`config.mk`:
```
export PLATFORM = sky130hd
export DESIGN_NAME = dot_mac_sequencer
export DESIGN_NICKNAME = d
export VERILOG_FILES = /design/src/rtl/dot_mac_sequencer.sv
export SDC_FILE = /design/constraint.sdc
export NUM_CORES = 1
export LEC_CHECK = 0
export ABC_AREA = 1
export BUFFER_PORTS_ARGS = -buffer_cell sky130_fd_sc_hd__buf_2
export CORE_ASPECT_RATIO = 0.75
export CORE_MARGIN = 2
export CORE_UTILIZATION = 53
export DETAILED_ROUTE_END_ITERATION = 16
export HOLD_SLACK_MARGIN = 0.12
export PLACE_DENSITY = 0.84
export SKIP_LAST_GASP = 1
export SLEW_MARGIN = 15
export SYNTH_ARGS = -nofsm -noshare
export SYNTH_HDL_FRONTEND = slang
export SYNTH_SLANG_ARGS = --single-unit
```
`constraint.sdc`:
```
create_clock -name clk -period 4.6 [get_ports clk]
set_clock_uncertainty 0.1 [all_clocks]
set_input_delay 0.69 -clock clk [delete_from_list [all_inputs] [get_ports clk]]
set_output_delay 0.69 -clock clk [all_outputs]
set_load 0.005 [all_outputs]
```
`src/rtl/dot_mac_sequencer.sv`:
```
// Operand sequencer for the dual-product MAC (a*c + b*d): gathers four operand
// words, runs the MAC under a bounded wait, and hands the result downstream.
module dot_mac_sequencer #(
    parameter int unsigned TIMEOUT = 16,
    parameter int unsigned CW      = 5
) (
    input  logic        clk,
    input  logic        rst_n,
    input  logic        in_valid,
    output logic        in_ready,
    input  logic [31:0] in_data,
    input  logic [1:0]  in_mode,
    output logic [31:0] op_a,
    output logic [31:0] op_b,
    output logic [31:0] op_c,
    output logic [31:0] op_d,
    output logic [3:0]  mac_ctrl,
    input  logic [1:0]  mac_status,
    input  logic [31:0] mac_result,
    output logic        res_valid,
    input  logic        res_ready,
    output logic [31:0] res_data,
    output logic        res_err
);

    localparam int unsigned DW = 32;
    localparam logic [1:0]  MODE_RSVD   = 2'b10;
    localparam logic [1:0]  STAT_DONE   = 2'b11;
    localparam logic [CW-1:0] WCNT_LAST = CW'(TIMEOUT - 1);
    localparam logic [CW-1:0] WCNT_SAT  = CW'(TIMEOUT);

    typedef enum logic [1:0] {
        S_COLLECT = 2'd0,
        S_WAIT    = 2'd1,
        S_OUT     = 2'd2
    } state_t;

    state_t          state_q,     state_d;
    logic [1:0]      cnt_q,       cnt_d;
    logic [CW-1:0]   wcnt_q,      wcnt_d;
    logic [1:0]      mode_q,      mode_d;
    logic [DW-1:0]   op_a_q,      op_a_d;
    logic [DW-1:0]   op_b_q,      op_b_d;
    logic [DW-1:0]   op_c_q,      op_c_d;
    logic [DW-1:0]   op_d_q,      op_d_d;
    logic [3:0]      mac_ctrl_q,  mac_ctrl_d;
    logic            in_ready_q,  in_ready_d;
    logic            res_valid_q, res_valid_d;
    logic [DW-1:0]   res_data_q,  res_data_d;
    logic            res_err_q,   res_err_d;

    // Next-state and registered-output computation
    always_comb begin
        state_d     = state_q;
        cnt_d       = cnt_q;
        wcnt_d      = wcnt_q;
        mode_d      = mode_q;
        op_a_d      = op_a_q;
        op_b_d      = op_b_q;
        op_c_d      = op_c_q;
        op_d_d      = op_d_q;
        res_valid_d = res_valid_q;
        res_data_d  = res_data_q;
        res_err_d   = res_err_q;

        case (state_q)
            S_COLLECT: begin
                if (in_valid && in_ready_q) begin
                    cnt_d = cnt_q + 2'd1;
                    case (cnt_q)
                        2'd0: begin
                            op_a_d = in_data;
                            mode_d = in_mode;
                        end
                        2'd1:    op_b_d = in_data;
                        2'd2:    op_c_d = in_data;
                        default: op_d_d = in_data;
                    endcase
                    if (cnt_q == 2'd3) begin
                        cnt_d = 2'd0;
                        // Reserved precision never reaches the MAC
                        if (mode_q == MODE_RSVD) begin
                            state_d     = S_OUT;
                            res_valid_d = 1'b1;
                            res_data_d  = '0;
                            res_err_d   = 1'b1;
                        end else begin
                            state_d = S_WAIT;
                            wcnt_d  = '0;
                        end
                    end
                end
            end
            S_WAIT: begin
                wcnt_d = (wcnt_q == WCNT_SAT) ? wcnt_q : wcnt_q + CW'(1);
                // A done status on the timeout cycle still counts as success
                if (mac_status == STAT_DONE) begin
                    state_d     = S_OUT;
                    res_valid_d = 1'b1;
                    res_data_d  = mac_result;
                    res_err_d   = 1'b0;
                end else if (wcnt_q == WCNT_LAST) begin
                    state_d     = S_OUT;
                    res_valid_d = 1'b1;
                    res_data_d  = '0;
                    res_err_d   = 1'b1;
                end
            end
            S_OUT: begin
                if (res_valid_q && res_ready) begin
                    state_d     = S_COLLECT;
                    res_valid_d = 1'b0;
                    cnt_d       = 2'd0;
                end
            end
            default: begin
                state_d = S_COLLECT;
                cnt_d   = 2'd0;
            end
        endcase

        in_ready_d = (state_d == S_COLLECT);
        mac_ctrl_d = {(state_d == S_WAIT), 1'b1, mode_d};
    end

    always_ff @(posedge clk or negedge rst_n) begin
        if (!rst_n) begin
            state_q     <= S_COLLECT;
            cnt_q       <= 2'd0;
            wcnt_q      <= '0;
            mode_q      <= 2'b00;
            op_a_q      <= '0;
            op_b_q      <= '0;
            op_c_q      <= '0;
            op_d_q      <= '0;
            mac_ctrl_q  <= 4'b0000;
            in_ready_q  <= 1'b1;
            res_valid_q <= 1'b0;
            res_data_q  <= '0;
            res_err_q   <= 1'b0;
        end else begin
            state_q     <= state_d;
            cnt_q       <= cnt_d;
            wcnt_q      <= wcnt_d;
            mode_q      <= mode_d;
            op_a_q      <= op_a_d;
            op_b_q      <= op_b_d;
            op_c_q      <= op_c_d;
            op_d_q      <= op_d_d;
            mac_ctrl_q  <= mac_ctrl_d;
            in_ready_q  <= in_ready_d;
            res_valid_q <= res_valid_d;
            res_data_q  <= res_data_d;
            res_err_q   <= res_err_d;
        end
    end

    assign in_ready  = in_ready_q;
    assign op_a      = op_a_q;
    assign op_b      = op_b_q;
    assign op_c      = op_c_q;
    assign op_d      = op_d_q;
    assign mac_ctrl  = mac_ctrl_q;
    assign res_valid = res_valid_q;
    assign res_data  = res_data_q;
    assign res_err   = res_err_q;

endmodule

```
==> results.md <==
- EDFF count, synth: 0
- Non-Filler Instances: 1106
- Core Region: roughly 12000 µm²
- Relative slew slack: between 20% and 30%
- Syn Std Cell Area: around 6800 µm²
- Sequential-to-total area share from yosys stat: between 60% and 70%
- WL met1: 7330 µm
- Max Fclk: 473 MHz
- Initial Util: 54.7%
- Vias in the first global route: roughly 5300
- Synth top cells by count: nand2_1 (257), dfrtp_1 (175), o21ai_0 (117)
- Async SR Flop Fraction: 100%
- Max stage delay on crit path: roughly 0.78 ns
- Root Driver: clkbuf_16
- H-tree Lvls: 4
- WP data arrival: roughly 2.3 ns
- Resized cells post-CTS: 0
- DR WL met2: roughly 8200 µm
- Setup violators final: 0
- Total CTS buffers: 17
- Layout cells sized above 1: between 30% and 40%
- Die W: approximately 130 µm
- # IOs: ~240
- Cell Rows: 35
- P_leak: 4.91 nW
- Peak supply drop: around 0.36 mV
- Gpl congestion: 0.792
- GR Util All Layers: between 20% and 30%
- Drt drc: 0
- Routed WL per cell: approximately 15 µm
- Clock sink count: between 150 and 200
- CTS tree: built
- Reg power frac: 42.9%
- Reg2reg path depth: 5
- Met3 wire length: 1350 µm
- Drt pass-1 iters: 5
- Switching Power: between 0.002 and 0.0025 W
- Global route overflow: 0
- R2r startpoint: cnt_q[0]
- Synth top area share: between 60% and 70%
- Critical path launch point type: register
- Nets: between 1000 and 1500
- Die Height: 102 µm
- IO Port Bufs: roughly 240
- Initial drt markers: around 290
- FILL cells: slightly above 900
- Drt via density: about 5
- Post-CTS Hold Buffers: 0
- Post-synth top flop: dfrtp_1
- DR top layer: met4
- Postcts setup bufs: 0
- Logic pwr share: between 30 and 40%
- Count leader, synth: nand2_1
- Placed Cells: between 1000 and 1500
- Pint: 0.00400 W
- Status: completed
- Worst Tran Pin Value: 1.06 ns
- PwrDens: 714 nW/µm²
- Initial antenna violation count: 0
- Setup ws final: roughly 2.5 ns
- Worst-path fanout max: 64
- Pin count of the biggest net entering global routing: 109
- Final hold violations: 0
- DRT antenna net count: 0
- TNS Setup: 0 ns
- Worst-Skew Late Latency: a little over 0.4 ns
- Synth area leader: dfrtp_1
- Clk pwr share: around 25%
- Die area: 13700 µm²
- Crit path time final: roughly 2.1 ns
- Switching share of total power: 35.2%
- Cells after Synth: 700
- First-pass GRT wire length: roughly 27000 µm
- Crit path required time: ~4.7 ns
- Reg2reg end: op_d[12]
- Final wirelength: 17000 µm
- Clk slew on worst S/H paths: 0.07 ns
- Max-slew violations: 0
- Hold Crit Class: in2async
- Top post-synthesis cells by area: dfrtp_1 (65%), nand2_1 (14%), o21ai_0 (8.6%), inv_1 (2.5%), ha_1 (1.3%)
- Syn_area_per_cell: ~9.7 µm²
- Distinct cells, synth: 23
- Final period utilization: approximately 46%
- Max Cap Violations: 0
- RSZ-0062 raised after global routing: no
- P&R area growth vs syn: 27.8%
- Syn_nets: approximately 780
- Max clock buf depth: 2
- R2r setup slk: ~2.5 ns
- DP Worst Slack: about 2.1 ns
- Yosys Warn Count: 0
- N_diodes: 0
- Routed via count: roughly 5500
- Critical-path cell list: ha_1 > nand3_1 > inv_1 > nand2_2 > o21ai_0
- Synthesized flop and latch total: roughly 180
- Critical path's slowest cell: nand2_2
- Critical path class: reg2reg
- HPWL Detailed: roughly 12000 µm
- CP endpoint kind: register
[layer usage]
layer / global-route usage (%) / up-vias
met1: 34.2 / 2627
met4: 5.99 / 0
met2: 42.1 / 239
met3: 6.99 / 17
met5: 0 / -
li1: - / 2660
[worst max-delay path, delay by kind of cell (launching register included)]
family	cells	cell delay (ns)
simple gates	2	0.89
flops	1	0.41
fa+ha+maj	1	0.23
compound gates	1	0.22
buf+inv	1	0.09
[registers in the layout, indices dropped and copies added, names as in the netlist]
signal,flops
cnt_q,2
res_err,1
op_b,32
wcnt_q,5
op_d,32
op_c,32
in_ready,1
op_a,32
res_valid,1
mac_ctrl,4
state_q,2
res_data,32
[cells by family (layout without fill, tap and decap cells)]
| kind of cell | after synthesis | after routing | share of synthesized area, % |
|---|---|---|---|
| flops | 176 | 176 | 65.0 |
| buf+inv | 79 | 319 | 5.39 |
| simple gates | 299 | 299 | 17.8 |
| other cells | 1 | 1 | 0.0554 |
| compound gates | 138 | 138 | 10.4 |
| fa+ha+maj | 7 | 7 | 1.29 |
[cells in the final DEF, fill, tap and decap left out, types with 6 or more instances in the layout]
cell       netlist  final
buf_2           11    237
nand3_1          9      9
clkbuf_16        0     17
nand2_2          7      6
ha_1             7      7
o21ai_1         14     14
dfrtp_1        175    175
nand2_1        257    257
inv_1           46     46
o21ai_0        117    117
nor2_1          17     16
[area by class of cell]
class | instances | area, µm² | area share, %
repair buffers | 239 | 1220 | 14.1
multi-input cells | 445 | 2020 | 23.3
flip-flops and latches | 176 | 4410 | 50.9
clock inverters | 14 | 203 | 2.34
inverters | 48 | 180 | 2.08
clock buffers | 18 | 429 | 4.96
well taps | 166 | 208 | 2.40
[power by group through the flow]
stage / registers [W] / clock network, W / logic, W
floorplan: 0.00268 / 0 / 0.000978
global placement: 0.00263 / 0 / 0.00189
detailed placement: 0.00265 / 0 / 0.00200
CTS: 0.00264 / 0.00156 / 0.00201
global route: 0.00272 / 0.00163 / 0.00228
finish: 0.00265 / 0.00154 / 0.00199
[stage by stage]
| stage | power [W] | hold slack [ns] | instance area (µm²) | utilization (%) |
|---|---|---|---|---|
| finish | 0.00618 | 0.278 | 8660 | 69.9 |
| global route | 0.00664 | 0.356 | 8660 | 69.9 |
| detailed placement | 0.00465 | 0.354 | 8020 | 64.7 |
| CTS | 0.00622 | 0.326 | 8650 | 69.8 |
| global placement | 0.00453 | 0.349 | 8020 | 64.7 |
| floorplan | 0.00366 | 0.294 | 6770 | - |
[how the worst max path moves through the flow]
stage	start	endpoint	slack, ns
floorplan	in_valid	op_a[10]	2.94
CTS	in_ready	op_a[14]	2.31
finish	cnt_q[0]	op_d[12]	2.49
detailed placement	in_valid	op_a[15]	2.13
global route	cnt_q[0]	op_d[4]	2.26
global placement	in_valid	mac_ctrl[1]	2.26
Power figures use the tool's default switching activity.
